**src/rtl/seq_detector_if.sv**
```systemverilog
// Control and result signals of the serial pattern detector.
// The master drives samples and controls; the slave is the detector.
interface seq_detector_if #(
  parameter int unsigned PAT_W = 4,
  parameter int unsigned CNT_W = 8
);
  logic             enable;
  logic             load;
  logic [PAT_W-1:0] pattern_in;
  logic             inp_valid;
  logic             inp;
  logic             clear_cnt;
  logic             outp;
  logic [CNT_W-1:0] match_count;
  logic             cnt_sat;
  logic [1:0]       state;

  modport master (
    output enable,
    output load,
    output pattern_in,
    output inp_valid,
    output inp,
    output clear_cnt,
    input  outp,
    input  match_count,
    input  cnt_sat,
    input  state
  );

  modport slave (
    input  enable,
    input  load,
    input  pattern_in,
    input  inp_valid,
    input  inp,
    input  clear_cnt,
    output outp,
    output match_count,
    output cnt_sat,
    output state
  );
endinterface

```
**src/rtl/seq_detector.sv**
```systemverilog
// Serial pattern detector: compares the last PAT_W accepted bits against a loadable
// pattern, emits a registered match pulse and keeps a saturating match count.
module seq_detector #(
  parameter int unsigned      PAT_W     = 4,
  parameter int unsigned      OVERLAP   = 1,
  parameter int unsigned      CNT_W     = 8,
  parameter logic [PAT_W-1:0] RESET_PAT = PAT_W'(4'b1011)
) (
  input logic           clock,
  input logic           reset_n,
  seq_detector_if.slave bus
);

  localparam int unsigned      FillW    = $clog2(PAT_W + 1);
  localparam logic [FillW-1:0] FillFull = FillW'(PAT_W);
  localparam logic [FillW-1:0] FillLast = FillW'(PAT_W - 1);
  localparam logic [CNT_W-1:0] CntMax   = '1;

  typedef enum logic [1:0] {
    StIdle  = 2'b00,
    StFill  = 2'b01,
    StArmed = 2'b10
  } state_e;

  logic [PAT_W-2:0] hist_q;
  logic [FillW-1:0] fill_q, fill_d;
  logic [PAT_W-1:0] pattern_q;
  logic [CNT_W-1:0] count_q, count_d;
  logic             sat_q;
  logic             outp_q;
  state_e           state_q;

  logic             load_en;
  logic             accept;
  logic             match;
  logic             state_ok;
  logic [PAT_W-1:0] window;

  // Loads are ignored while disabled so the pattern holds with the rest of the state.
  assign load_en  = bus.enable & bus.load;
  assign accept   = bus.enable & bus.inp_valid & ~bus.load;
  assign window   = {hist_q, bus.inp};
  assign match    = accept && (fill_q >= FillLast) && (window == pattern_q);
  assign state_ok = (state_q == StIdle) || (state_q == StFill) || (state_q == StArmed);

  always_comb begin
    fill_d = fill_q;
    if (load_en) begin
      fill_d = '0;
    end else if (accept) begin
      if (match && (OVERLAP == 0)) begin
        fill_d = '0;
      end else if (fill_q != FillFull) begin
        fill_d = fill_q + FillW'(1);
      end
    end
  end

  // A clear coinciding with a match restarts the count at one.
  always_comb begin
    count_d = count_q;
    if (bus.clear_cnt) begin
      count_d = match ? CNT_W'(1) : '0;
    end else if (match && (count_q != CntMax)) begin
      count_d = count_q + CNT_W'(1);
    end
  end

  always_ff @(posedge clock or negedge reset_n) begin
    if (!reset_n) begin
      hist_q    <= '0;
      fill_q    <= '0;
      pattern_q <= RESET_PAT;
      count_q   <= '0;
      sat_q     <= 1'b0;
      outp_q    <= 1'b0;
      state_q   <= StIdle;
    end else begin
      if (load_en) begin
        pattern_q <= bus.pattern_in;
        hist_q    <= '0;
      end else if (accept) begin
        hist_q <= window[PAT_W-2:0];
      end
      fill_q  <= fill_d;
      outp_q  <= match & state_ok;
      count_q <= count_d;
      sat_q   <= (sat_q & ~bus.clear_cnt) | (count_d == CntMax);

      if (!bus.enable) begin
        state_q <= StIdle;
      end else begin
        case (state_q)
          StIdle:  state_q <= (fill_d == FillFull) ? StArmed : StFill;
          StFill:  if (fill_d == FillFull) state_q <= StArmed;
          StArmed: if (load_en || (match && (OVERLAP == 0))) state_q <= StFill;
          default: state_q <= StIdle;
        endcase
      end
    end
  end

  assign bus.outp        = outp_q;
  assign bus.match_count = count_q;
  assign bus.cnt_sat     = sat_q;
  assign bus.state       = state_q;

endmodule

```
**src/flat_wrapper.sv**
```systemverilog
// flat-port wrapper written by rule: the top's interface ports become plain ports
module seq_detector_flat 
#(
  parameter int unsigned      PAT_W     = 4,
  parameter int unsigned      OVERLAP   = 1,
  parameter int unsigned      CNT_W     = 8,
  parameter logic [PAT_W-1:0] RESET_PAT = PAT_W'(4'b1011)
)
  (clock, reset_n, bus_enable, bus_load, bus_pattern_in, bus_inp_valid, bus_inp, bus_clear_cnt, bus_outp, bus_match_count, bus_cnt_sat, bus_state);
  seq_detector_if #(.PAT_W(PAT_W), .CNT_W(CNT_W)) bus_i ();
  input logic clock;
  input logic reset_n;
  input wire logic [$bits(bus_i.enable)-1:0] bus_enable;
  input wire logic [$bits(bus_i.load)-1:0] bus_load;
  input wire logic [$bits(bus_i.pattern_in)-1:0] bus_pattern_in;
  input wire logic [$bits(bus_i.inp_valid)-1:0] bus_inp_valid;
  input wire logic [$bits(bus_i.inp)-1:0] bus_inp;
  input wire logic [$bits(bus_i.clear_cnt)-1:0] bus_clear_cnt;
  output wire logic [$bits(bus_i.outp)-1:0] bus_outp;
  output wire logic [$bits(bus_i.match_count)-1:0] bus_match_count;
  output wire logic [$bits(bus_i.cnt_sat)-1:0] bus_cnt_sat;
  output wire logic [$bits(bus_i.state)-1:0] bus_state;
  assign bus_i.enable = bus_enable;
  assign bus_i.load = bus_load;
  assign bus_i.pattern_in = bus_pattern_in;
  assign bus_i.inp_valid = bus_inp_valid;
  assign bus_i.inp = bus_inp;
  assign bus_i.clear_cnt = bus_clear_cnt;
  assign bus_outp = bus_i.outp;
  assign bus_match_count = bus_i.match_count;
  assign bus_cnt_sat = bus_i.cnt_sat;
  assign bus_state = bus_i.state;
  seq_detector #(.PAT_W(PAT_W), .OVERLAP(OVERLAP), .CNT_W(CNT_W), .RESET_PAT(RESET_PAT)) u_core (.clock(clock), .reset_n(reset_n), .bus(bus_i));
endmodule
```
**config.mk**
```make
export PLATFORM = sky130hd
export DESIGN_NAME = seq_detector_flat
export DESIGN_NICKNAME = d
export VERILOG_FILES = /design/src/rtl/seq_detector_if.sv /design/src/rtl/seq_detector.sv /design/src/flat_wrapper.sv
export SDC_FILE = /design/constraint.sdc
export NUM_CORES = 1
export LEC_CHECK = 0
export CAP_MARGIN = 20
export CORE_MARGIN = 2
export CORE_UTILIZATION = 55
export DETAILED_ROUTE_END_ITERATION = 6
export GPL_ROUTABILITY_DRIVEN = 0
export PLACE_DENSITY = 0.91
export SLEW_MARGIN = 40
export SYNTH_ARGS = -nofsm -noshare
export SYNTH_HDL_FRONTEND = slang
export SYNTH_SLANG_ARGS = --single-unit
```
**constraint.sdc**
```tcl
create_clock -name clock -period 4.1 [get_ports clock]
set_input_delay 0.41 -clock clock [delete_from_list [all_inputs] [get_ports clock]]
set_output_delay 0.41 -clock clock [all_outputs]
set_load 0.01 [all_outputs]
```
==> flow_summary_export.csv, run 1 <==
group,metric,value,unit
power_and_ir_drop,ir_drop,0.234,mV
placed_design,pre_cts_slack,1.48,ns
route,finalWirelength,2.43,mm
cells_and_area,postLayoutCoreUtil,68.8,%
route,vias_per_cell,5.91,
clock_network,max-clock-path-buffers,2,
yosys,synth_enable_flop_cells,0,
timing,timing.final.max_slew_violations,0,
route,drt_first_iter_violations,35,
clock_network,clock-root-buffer,"sky130_fd_sc_hd__clkbuf_4",
timing,setup_viol_count_final,0,
yosys,cell_types_with_the_largest_area_share_after_synthesis,"sky130_fd_sc_hd__dfrtp_1 37%, sky130_fd_sc_hd__dfstp_2 6.2%, sky130_fd_sc_hd__inv_1 4.1%",
setup_path,cp.required,4.31,ns
setup_path,worst-r2r-setup-slack,1.75,ns
timing,hold_violations,0,
yosys,ys_seq_area_share,43.5,%
yosys,yosysWarningCount,0,
timing,skew,0.0137,ns
yosys,synth_largest_area_cell,"sky130_fd_sc_hd__dfrtp_1",
flow_run,max-cap-violations,0,
yosys,synth_flop_cell,"sky130_fd_sc_hd__dfrtp_1",
route,drt_pass1_iterations,4,
yosys,synthesis.nets,145,
global_route,grt_remaining_overflow,0,
clock_network,insertion_delay,0.31,ns
clock_network,post_cts.repair.setup_buffers,0,
yosys,postSynth.asyncResetShare,100,%
setup_path,critPathArrivalTime,2.56,ns
yosys,synth.top_cells.by_count,"19 x sky130_fd_sc_hd__dfrtp_1, 14 x sky130_fd_sc_hd__inv_1, 11 x sky130_fd_sc_hd__nand2_1",
timing,f_max,0.426,GHz
floorplanning,floorplan.initialDensity,57.6,%
cells_and_area,antenna-diode-count,0,
clock_network,post_cts_resize_count,0,
clock_network,inserted_clock_buffers,3,
route,route.antenna.remaining_nets,0,
yosys,synth_top_area_share,37.3,%
setup_path,critical_path.startpoint_type,"register",
timing,timing.final.crit_share,57.3,%
timing,setup_repair_after_global_routing_missed_its_margin,"no",
hold_path,worst_hold_path_type,"in2async",
floorplanning,dieWidth,52.1,um
setup_path,regToRegEndpoint,"u_core.bus.cnt_sat",
placed_design,placed_cells_incl_taps,175,
timing,fin_setup_tns,0,ns
timing,worst_pin_slew,0.499,ns
setup_path,timing.setup.critical_path_class,"reg2reg",
timing,final_period_minus_worst_setup_slack,2.35,ns
floorplanning,die_h,52.1,um
yosys,post_synth_instance_area,1270,um^2
global_route,maximum_number_of_pins_on_one_net_before_global_route_repair,23,
cells_and_area,area_growth_syn_to_layout,19.4,%
floorplanning,floorplan.rows,17,
placed_design,hpwlAfterDp,1.83,mm
route,post_drt_wl_per_cell,13.6,um
timing,maxSlewHeadroom,66.7,%
yosys,mean_cell_area_of_the_mapped_netlist,9.81,um^2
cells_and_area,nets,167,
setup_path,worstReg2RegStart,"u_core.fill_q[0]",
yosys,number_of_cells_produced_by_synthesis,130,
cells_and_area,multiInputGateArea,639,um^2
clock_network,cts_tree,"built",
power_and_ir_drop,total_leakage_power,0.650,nW
floorplanning,top_level_ports,23,
cells_and_area,area.sequential,554,um^2
yosys,synthMostInstantiatedCell,"sky130_fd_sc_hd__dfrtp_1",
setup_path,worstSetupEndpointType,"register",
placed_design,port_buffers,22,
route,remaining_drc_errors,0,
global_route,global_route_wire_length_before_repair,4.15,mm
global_route,first_global_vias,944,
power_and_ir_drop,power-per-cell-area,274,nW/um^2
run_status,result_of_the_run,"finished, final reports clean",
timing,fin_ws,1.75,ns
clock_network,clkTransAtPathRegs,0.13,ns
setup_path,cp_max_fo,10,
yosys,yosys.cell_types.count,45,
cells_and_area,drive_above_1_share,11.3,%
setup_path,reg2regPathDepth,8,
floorplanning,placeableCoreArea,2210,um^2
clock_network,h-tree-depth,1,
route,detailroute.via_count,1057,
global_route,all_layer_global_routing_usage,20.8,%
cells_and_area,fillers,186,
floorplanning,fp.dieArea,2720,um^2
clock_network,cts-hold-fix-buffers,0,
yosys,synthesized_flop_and_latch_total,22,
cells_and_area,stdcell_count,179,
clock_network,clock_sink_count,22,
global_route,grt_antenna_before_repair,0,
## report_power, final
group          internal [mW]  leakage (nW)  switching, mW  total, mW
logic                 0.0327         0.345         0.0376     0.0703
clock network         0.0379        0.0150         0.0634      0.101
registers              0.234         0.290         0.0124      0.246
## worst max path at each step
stage,slack (ns),cells after the start,startpoint,endpoint
after floorplan,1.99,7,u_core.bus.match_count[0],u_core.bus.cnt_sat
after global placement,1.56,7,bus_enable,u_core.bus.cnt_sat
after detailed placement,1.48,7,bus_enable,u_core.bus.cnt_sat
after CTS,1.75,8,u_core.fill_q[0],u_core.bus.cnt_sat
after global routing,1.58,7,bus_enable,u_core.bus.cnt_sat
final,1.75,8,u_core.fill_q[0],u_core.bus.cnt_sat
## area by class of cell
| type | instances | share of cell area [%] |
|---|---|---|
| Multi-Input combinational cell | 89 | 42.0 |
| Sequential cell | 22 | 36.4 |
| Inverter | 14 | 3.45 |
| Timing Repair Buffer | 22 | 14.1 |
| Tap cell | 28 | 2.30 |
| Clock buffer | 4 | 1.73 |
## sequential cells by signal, summed over array words and instances, names as in the netlist
register / cells
u_core.bus.match_count: 8
u_core.bus.cnt_sat: 1
u_core.bus.state: 2
u_core.fill_q: 3
u_core.pattern_q: 4
u_core.bus.outp: 1
u_core.hist_q: 3
## placed cells by master, fill, tap and decap left out, types with 3 or more instances in the layout
| cell | instances |
|---|---|
| sky130_fd_sc_hd__mux2_2 | 4 |
| sky130_fd_sc_hd__o22ai_1 | 3 |
| sky130_fd_sc_hd__inv_1 | 14 |
| sky130_fd_sc_hd__a211oi_1 | 3 |
| sky130_fd_sc_hd__clkbuf_4 | 3 |
| sky130_fd_sc_hd__clkdlybuf4s50_1 | 21 |
| sky130_fd_sc_hd__ha_1 | 4 |
| sky130_fd_sc_hd__nand2_1 | 11 |
| sky130_fd_sc_hd__nand3_1 | 6 |
| sky130_fd_sc_hd__dfrtp_1 | 19 |
| sky130_fd_sc_hd__nor2_1 | 7 |
| sky130_fd_sc_hd__a21oi_1 | 8 |
| sky130_fd_sc_hd__o21a_1 | 4 |
| sky130_fd_sc_hd__dfstp_2 | 3 |
| sky130_fd_sc_hd__xor2_1 | 5 |
| sky130_fd_sc_hd__xnor2_1 | 3 |
## worst max-delay path, cell delays in order (launching register included)
cell and delay, ns:
sky130_fd_sc_hd__dfrtp_1 0.45, sky130_fd_sc_hd__ha_1 0.22, sky130_fd_sc_hd__ha_1 0.18, sky130_fd_sc_hd__a211oi_1 0.43, sky130_fd_sc_hd__nor4_4 0.14, sky130_fd_sc_hd__and2_2 0.23
sky130_fd_sc_hd__a211oi_1 0.24, sky130_fd_sc_hd__o2111ai_1 0.17, sky130_fd_sc_hd__o32ai_2 0.21
## through the flow
step / area [um^2] / power, mW / hold WS (ns)
2_1_floorplan: 1270 / 0.294 / 0.114
3_3_place_gp: 1500 / 0.317 / 0.479
3_5_place_dp: 1500 / 0.321 / 0.403
4_1_cts: 1520 / 0.422 / 0.0558
5_1_grt: 1520 / 0.440 / 0.0715
6_report: 1520 / 0.418 / 0.0440
## kinds of logic after synthesis
family / synth area share (%)
compound gates: 18.9
xor+xnor: 5.50
fa+ha+maj: 3.93
buf+inv: 6.38
flops: 43.5
mux: 4.32
simple gates: 17.5
## routing by layer
layer,GRT usage [%],vias to the layer above,routed length (um)
li1,-,502,-
met1,25.8,516,1020
met2,35.4,33,1240
met3,3.45,6,127
met4,8.97,0,37
met5,0,-,0
(Power assumes the default switching activity.)
==> inputs of run 2 (changes only) <==
- CORE_UTILIZATION: 55 -> 46
- PLACE_DENSITY: 0.91 -> 0.82
- clock period: 4.1 -> 1.9 ns (I/O delays scaled with it)
==> flow_summary_export.csv, run 2 (synthesized netlist as in run 1, its figures left out) <==
group,metric,value,unit
power_and_ir_drop,power-per-cell-area,590,nW/um^2
clock_network,clock-root-buffer,"sky130_fd_sc_hd__clkbuf_4",
timing,fin_setup_tns,-0.321,ns
cells_and_area,nets,196,
setup_path,critical_path.startpoint_type,"register",
timing,f_max,0.483,GHz
placed_design,port_buffers,22,
setup_path,worstReg2RegStart,"u_core.fill_q[1]",
route,finalWirelength,3.37,mm
clock_network,clock_sink_count,22,
timing,skew,0.00586,ns
setup_path,worst_path_max_delay_cell,"sky130_fd_sc_hd__dfrtp_1",
timing,hold_ws,0.215,ns
clock_network,insertion_delay,0.31,ns
placed_design,placed_area,1730,um^2
cells_and_area,layout.cells.most_common,"sky130_fd_sc_hd__buf_4",
route,remaining_drc_errors,0,
setup_path,cp.required,2.13,ns
timing,worst_pin_slew,0.618,ns
setup_path,cp_max_fo,4,
route,post_drt_wl_per_cell,16.0,um
placed_design,pre_cts_slack,-0.290,ns
run_status,failed_checks,"setup timing",
cells_and_area,drive_above_1_share,36.1,%
power_and_ir_drop,total_leakage_power,0.814,nW
global_route,global_route_wire_length_before_repair,5.71,mm
global_route,first_global_vias,1281,
flow_run,max-cap-violations,0,
cells_and_area,postLayoutCoreUtil,71.6,%
setup_path,worstSetupEndpointType,"register",
route,drt_first_iter_violations,34,
clock_network,max-clock-path-buffers,2,
cells_and_area,antenna-diode-count,0,
floorplanning,fp.dieArea,3210,um^2
clock_network,cts-hold-fix-buffers,0,
timing,fin_ws,-0.171,ns
run_status,result_of_the_run,"complete, but fails checks",
floorplanning,die_h,56.6,um
floorplanning,dieWidth,56.6,um
cells_and_area,largest_reg_flops,8,
route,drt_pass1_iterations,4,
power_and_ir_drop,ir_drop,0.477,mV
timing,timing.final.max_slew_violations,0,
floorplanning,floorplan.rows,19,
timing,final_period_minus_worst_setup_slack,2.07,ns
power_and_ir_drop,finalPower,1.13,mW
setup_path,critPathArrivalTime,2.30,ns
placed_design,hpwlAfterDp,2.37,mm
setup_path,reg2regPathDepth,8,
floorplanning,top_level_ports,23,
clock_network,cts_tree,"built",
route,vias_per_cell,5.61,
timing,setup_repair_after_global_routing_missed_its_margin,"yes",
placed_design,placed_cells_incl_taps,204,
hold_path,worst_hold_path_type,"in2async",
setup_path,worst-r2r-setup-slack,-0.17,ns
timing,hold_violations,0,
timing,timing.final.crit_share,109,%
cells_and_area,mostFrequentLayoutCells,"27 x sky130_fd_sc_hd__buf_4, 22 x sky130_fd_sc_hd__clkdlybuf4s50_1, 17 x sky130_fd_sc_hd__dfrtp_1, 13 x sky130_fd_sc_hd__inv_1, 10 x sky130_fd_sc_hd__nand2_1",
floorplanning,floorplan.initialDensity,47.5,%
setup_path,cpPeakStageDelay,0.41,ns
power_and_ir_drop,portion_of_total_power_attributed_to_sequential_cells,46.7,%
global_route,maximum_number_of_pins_on_one_net_before_global_route_repair,23,
power_and_ir_drop,internal-power,0.834,mW
timing,maxSlewHeadroom,58.3,%
global_route,grt_remaining_overflow,0,
cells_and_area,finalInstanceArea,1920,um^2
power_and_ir_drop,power.combinational.fraction,22.0,%
setup_path,critical-path-top-cell-by-count,"sky130_fd_sc_hd__a211oi_4",
floorplanning,placeableCoreArea,2690,um^2
setup_path,worstPathCellList,"ha_2 > ha_4 > a211oi_4 > nor4_4 > and2_4 > a211oi_4 > o2111ai_2 > o32ai_2",
clock_network,clkTransAtPathRegs,0.12,ns
route,detailroute.via_count,1184,
route,route.antenna.remaining_nets,0,
cells_and_area,stdcell_count,211,
clock_network,inserted_clock_buffers,3,
timing,setup_viol_count_final,3,
global_route,all_layer_global_routing_usage,22.8,%
global_route,grt_antenna_before_repair,0,
setup_path,timing.setup.critical_path_class,"reg2reg",
cells_and_area,area_growth_syn_to_layout,50.8,%
power_and_ir_drop,power.switching_fraction,26.5,%
clock_network,h-tree-depth,1,
power_and_ir_drop,power_switching,0.301,mW
setup_path,regToRegEndpoint,"u_core.bus.cnt_sat",
power_and_ir_drop,share_of_power_burned_in_the_clock_network,31.3,%
[run 2: changes by cell type in the layout (fill, tap and decap cells not counted), moves of 3 or more]
| cell | delta |
|---|---|
| sky130_fd_sc_hd__ha_1 | -4 |
| sky130_fd_sc_hd__buf_4 | +27 |
| sky130_fd_sc_hd__a21oi_1 | -3 |
| sky130_fd_sc_hd__a211oi_4 | +3 |
[run 2: area by class of cell]
cell class,count,area (um^2)
Inverter,14,52.6
Tap cell,31,38.8
Multi-Input combinational cell,90,788
Clock buffer,3,22.5
Clock inverter,1,30.0
Timing Repair Buffer,50,434
Sequential cell,22,557
Fill cell,202,763
[run 2: how the worst max path moves through the flow]
stage	startpoint	end	cells after the start
3_5_place_dp	bus_inp	u_core.bus.cnt_sat	8
3_3_place_gp	bus_inp	u_core.bus.cnt_sat	8
5_1_grt	u_core.fill_q[1]	u_core.bus.cnt_sat	8
2_1_floorplan	u_core.bus.match_count[0]	u_core.bus.cnt_sat	7
4_1_cts	u_core.pattern_q[0]	u_core.bus.cnt_sat	6
6_report	u_core.fill_q[1]	u_core.bus.cnt_sat	8
[run 2: worst max-delay path, delay by kind of cell, from the launching register on]
kind	cells	cell delay, ns
AO/OA/AOI/OAI	4	0.91
adder cells (fa/ha/maj)	2	0.36
flip-flops	1	0.41
AND/OR/NAND/NOR	2	0.30
[run 2: repair_timing]
item | 4_1_cts | 5_1_grt
gates cloned | 1 | 0
resized for setup | 9 | 14
pin swaps | 9 | 7
setup buffers | 1 | 2
hold endpoints to repair | 0 | 0
endpoints found under the setup margin | 5 | 9
[run 2: layer usage]
layer	vias up	global-route usage [%]	wire (um)
met5	-	0	0
met4	0	7.82	57
met3	7	3.46	139
met2	34	39.7	1820
met1	582	28.6	1350
li1	561	-	-
[run 2: power by group through the flow]
stage	logic [mW]	registers, mW	clock network [mW]
after floorplan	0.105	0.535	0
after global placement	0.180	0.532	0
after detailed placement	0.195	0.534	0
after CTS	0.221	0.529	0.360
after global routing	0.270	0.533	0.378
final	0.250	0.529	0.355
==> variant 1 (config.mk and constraints of run 2) <==
`CNT_W` is set to 8 in 3 places; all go to 12.
--- a/src/rtl/seq_detector_if.sv
+++ b/src/rtl/seq_detector_if.sv
@@ -2,7 +2,7 @@
 // The master drives samples and controls; the slave is the detector.
 interface seq_detector_if #(
   parameter int unsigned PAT_W = 4,
-  parameter int unsigned CNT_W = 8
+  parameter int unsigned CNT_W = 12
 );
   logic             enable;
   logic             load;
--- a/src/rtl/seq_detector.sv
+++ b/src/rtl/seq_detector.sv
@@ -3,7 +3,7 @@
 module seq_detector #(
   parameter int unsigned      PAT_W     = 4,
   parameter int unsigned      OVERLAP   = 1,
-  parameter int unsigned      CNT_W     = 8,
+  parameter int unsigned      CNT_W     = 12,
   parameter logic [PAT_W-1:0] RESET_PAT = PAT_W'(4'b1011)
 ) (
   input logic           clock,
--- a/src/flat_wrapper.sv
+++ b/src/flat_wrapper.sv
@@ -3,7 +3,7 @@
 #(
   parameter int unsigned      PAT_W     = 4,
   parameter int unsigned      OVERLAP   = 1,
-  parameter int unsigned      CNT_W     = 8,
+  parameter int unsigned      CNT_W     = 12,
   parameter logic [PAT_W-1:0] RESET_PAT = PAT_W'(4'b1011)
 )
   (clock, reset_n, bus_enable, bus_load, bus_pattern_in, bus_inp_valid, bus_inp, bus_clear_cnt, bus_outp, bus_match_count, bus_cnt_sat, bus_state);
Interface: changed (resized bus_match_count); port bits go from 23 to 27. No check against the original RTL was run, so the function may have changed too.
==> variant 1 against run 2 <==
  * The flow still finishes with violations (setup timing)
  * Sequential power rose by 24%
  * Combinational power rose by 90%
  * Synthesized area rose by 19%
  * Sequential cell count rose by 4
  * Power rose by 25%
  * Cell count rose by 28%
  * Design area rose by 19%
  * Synthesized cell count rose by 22%
  * Setup slack got worse by 0.077 ns
  * Fmax fell by 3.6%
  * Global-route usage rose by 0.34 points
  * Clock skew rose by 0.0030 ns
  * Routed wire length rose by 22%
  * Largest cell class unchanged
==> variant 1: results (changes against run 2) <==
run_status:
  violations: "setup timing"  # unchanged
  status: "complete, but fails checks"  # unchanged
placed_design:
  place_hpwl_mm: 3.04  # was 2.37 mm
  io_buffers: 26  # was 22
finish:
  nonClkBufAreaFrac: 0.260  # was 0.226
  largest_reg_flops: 12  # was 8
  drive_gt1_frac: 0.392  # was 0.361
  signal_buffers: 70  # was 50
  layout.cells.non_filler: 271  # was 211
  fillers: 225  # was 202
worst_setup_path:
  cpMaxStageDelayCell: "dfstp_2"  # was dfrtp_1
  r2r_cells: 6  # was 8
  crit_fanout: 3  # was 4
  worstReg2RegStart: "u_core.pattern_q[1]"  # was u_core.fill_q[1]
  cpPeakStageDelay_ns: 0.60  # was 0.41 ns
synthesis:
  synth.ff_latch_count: 26  # was 22
  ys_seq_area_frac: 0.430  # was 0.435
  synth_area_leaders: "dfrtp_1 38%, dfstp_2 5.2%, nand2_1 3.7%"  # was dfrtp_1 37%, dfstp_2 6.2%, inv_1 4.1%
  syn_nets: 174  # was 145
sta:
  setup_viol: 7  # was 3
  setup_ws_ns: -0.248  # was -0.171 ns
  whs_ns: 0.212  # was 0.215 ns
  skew_ns: 0.00888  # was 0.00586 ns
  slew_headroom: 0.744  # was 0.583
power_and_ir_drop:
  p_switching_uw: 438  # was 301 µW
  clock_power_uw: 285  # was 355 µW
drt:
  viasPerCell: 5.59  # was 5.61
  post_drt_wl_per_cell_um: 15.2  # was 16.0 µm
grt:
  grt_pass1_wl_mm: 6.43  # was 5.71 mm
  grt_max_degree: 27  # was 23
-- variant 1: cell types whose count changed after synthesis, sizes merged, moves of 3 or more --
cell	before	now
or4	0	4
nor3	2	7
nor2	7	14
dfrtp	19	23
xnor2	3	6
a21oi	8	5
a211oi	4	1
inv	14	10
nor4	3	6
nand2	11	15
mux2i	1	4
o22ai	3	7
-- variant 1: metal layers --
layer  track usage  routed length [µm]  up-vias
met4         0.106                 122        0
met1         0.264                1610      742
met5             0                   0        -
met2         0.432                2200       58
li1              -                   -      704
met3        0.0210                 184       12
-- variant 1: critical path, delay by kind of cell (launching register included) --
| family | cells | cell delay, ns |
|---|---|---|
| flip-flops | 1 | 0.60 |
| AO/OA/AOI/OAI | 2 | 0.24 |
| XOR/XNOR | 1 | 0.10 |
| AND/OR/NAND/NOR | 3 | 1.11 |
-- variant 1: repair_timing --
action | in CTS | in global routing
setup buffers | 3 | 5
endpoints found under the setup margin | 12 | 15
resized for setup | 12 | 11
pin swaps | 3 | 7
hold buffers | 0 | 0
==> variant 2 (settings of run 2) <==
Made on the original files. Make the reset (`reset_n`) synchronous in one clocked block.
--- a/src/rtl/seq_detector.sv
+++ b/src/rtl/seq_detector.sv
@@ -66,7 +66,7 @@
     end
   end
 
-  always_ff @(posedge clock or negedge reset_n) begin
+  always_ff @(posedge clock) begin
     if (!reset_n) begin
       hist_q    <= '0;
       fill_q    <= '0;
Function: differs if reset_n is asserted again (counterexample within 4 cycles, from zero or initial values and one cycle with reset_n low); with reset_n held inactive, the same outputs for 10 cycles.
==> variant 2 against run 2 <==
  * The run still ends with setup timing left
  * Count of clock-buffer cells in the layout increased by 1
  * Design area shrank 10%
  * Clock skew down 0.0039 ns
  * Hold slack gained 0.23 ns
  * Setup slack improved by 0.088 ns
  * Routed wire length is 18% lower
  * Sequential cell count did not move
  * Synthesized area is 2.0% lower
  * Fmax is 4.5% higher
  * Synthesized cell count rose by 8.5%
  * Highest routed layer unchanged
Power is not compared: it rests on default switching activity, and its combinational part moved more than twofold at a synthesized area within 25%.
==> variant 2: results (changes against run 2) <==
run_status:
  status: "complete, but fails checks"  # unchanged
  violations: "setup timing"  # unchanged
finish:
  drive_gt1_frac: 0.272  # was 0.361
  multi_input_cells: 107  # was 90
  signal_buffers: 45  # was 50
  multi_input_area_share: 0.459  # was 0.410
  fillers: 200  # was 202
  nonClkBufAreaFrac: 0.229  # was 0.226
worst_setup_path:
  cp_data_arrival_time_ns: 2.23  # was 2.30 ns
  r2r-end: "u_core.bus.match_count[0]"  # was u_core.bus.cnt_sat
  cpPeakStageDelay_ns: 0.46  # was 0.41 ns
  crit_fanout: 6  # was 4
  worstReg2RegStart: "u_core.fill_q[1]"  # unchanged
grt:
  grt_max_degree: 14  # was 23
  grt_pass1_vias: 1161  # was 1281
  met1_usage: 0.234  # was 0.286
  grt_use_total: 0.193  # was 0.228
placed_design:
  place_hpwl_mm: 2.17  # was 2.37 mm
worst_hold_path:
  hold_class: "in2reg"  # was in2async
drt:
  wl_met2_mm: 1.40  # was 1.82 mm
  drt-initial-drc-count: 15  # was 34
  first_pass_iters: 5  # was 4
  viasPerCell: 5.43  # was 5.61
sta:
  setup_viol: 2  # was 3
  setup_ws_ns: -0.0831  # was -0.171 ns
  skew_ns: 0.00195  # was 0.00586 ns
  whs_ns: 0.449  # was 0.215 ns
synthesis:
  synthFlopType: "dfxtp_1"  # was dfrtp_1
  synth_mux_area_frac: 0.0160  # was 0.0432
  ys_seq_area_frac: 0.352  # was 0.435
  synthXorXnorAreaFrac: 0.0781  # was 0.0550
[variant 2: cell types whose count changed in the layout (fill, tap and decap cells not counted), moves of 4 or more]
cell            run 2  this run
nand3_1             6        13
buf_4              27        22
inv_1              13         6
o21ai_0             1         7
dfrtp_1            17         0
dfxtp_1             0        19
a22oi_1             0         4
nand2_1            10        14
nor2b_1             1         6
o21a_1              4         0
mux2_2              4         0
[variant 2: stage by stage]
stage | cells | setup TNS (ns) | setup WS, ns | cell area, µm² | total power [mW]
after floorplan | 141 | 0 | 0.00150 | 1280 | 0.556
after global placement | 208 | -0.230 | -0.140 | 1660 | 0.601
after detailed placement | 208 | -0.345 | -0.195 | 1660 | 0.605
after CTS | 213 | -0.0906 | -0.0684 | 1710 | 0.863
after global routing | 214 | -0.571 | -0.192 | 1730 | 0.901
final | 214 | -0.157 | -0.0831 | 1730 | 0.860
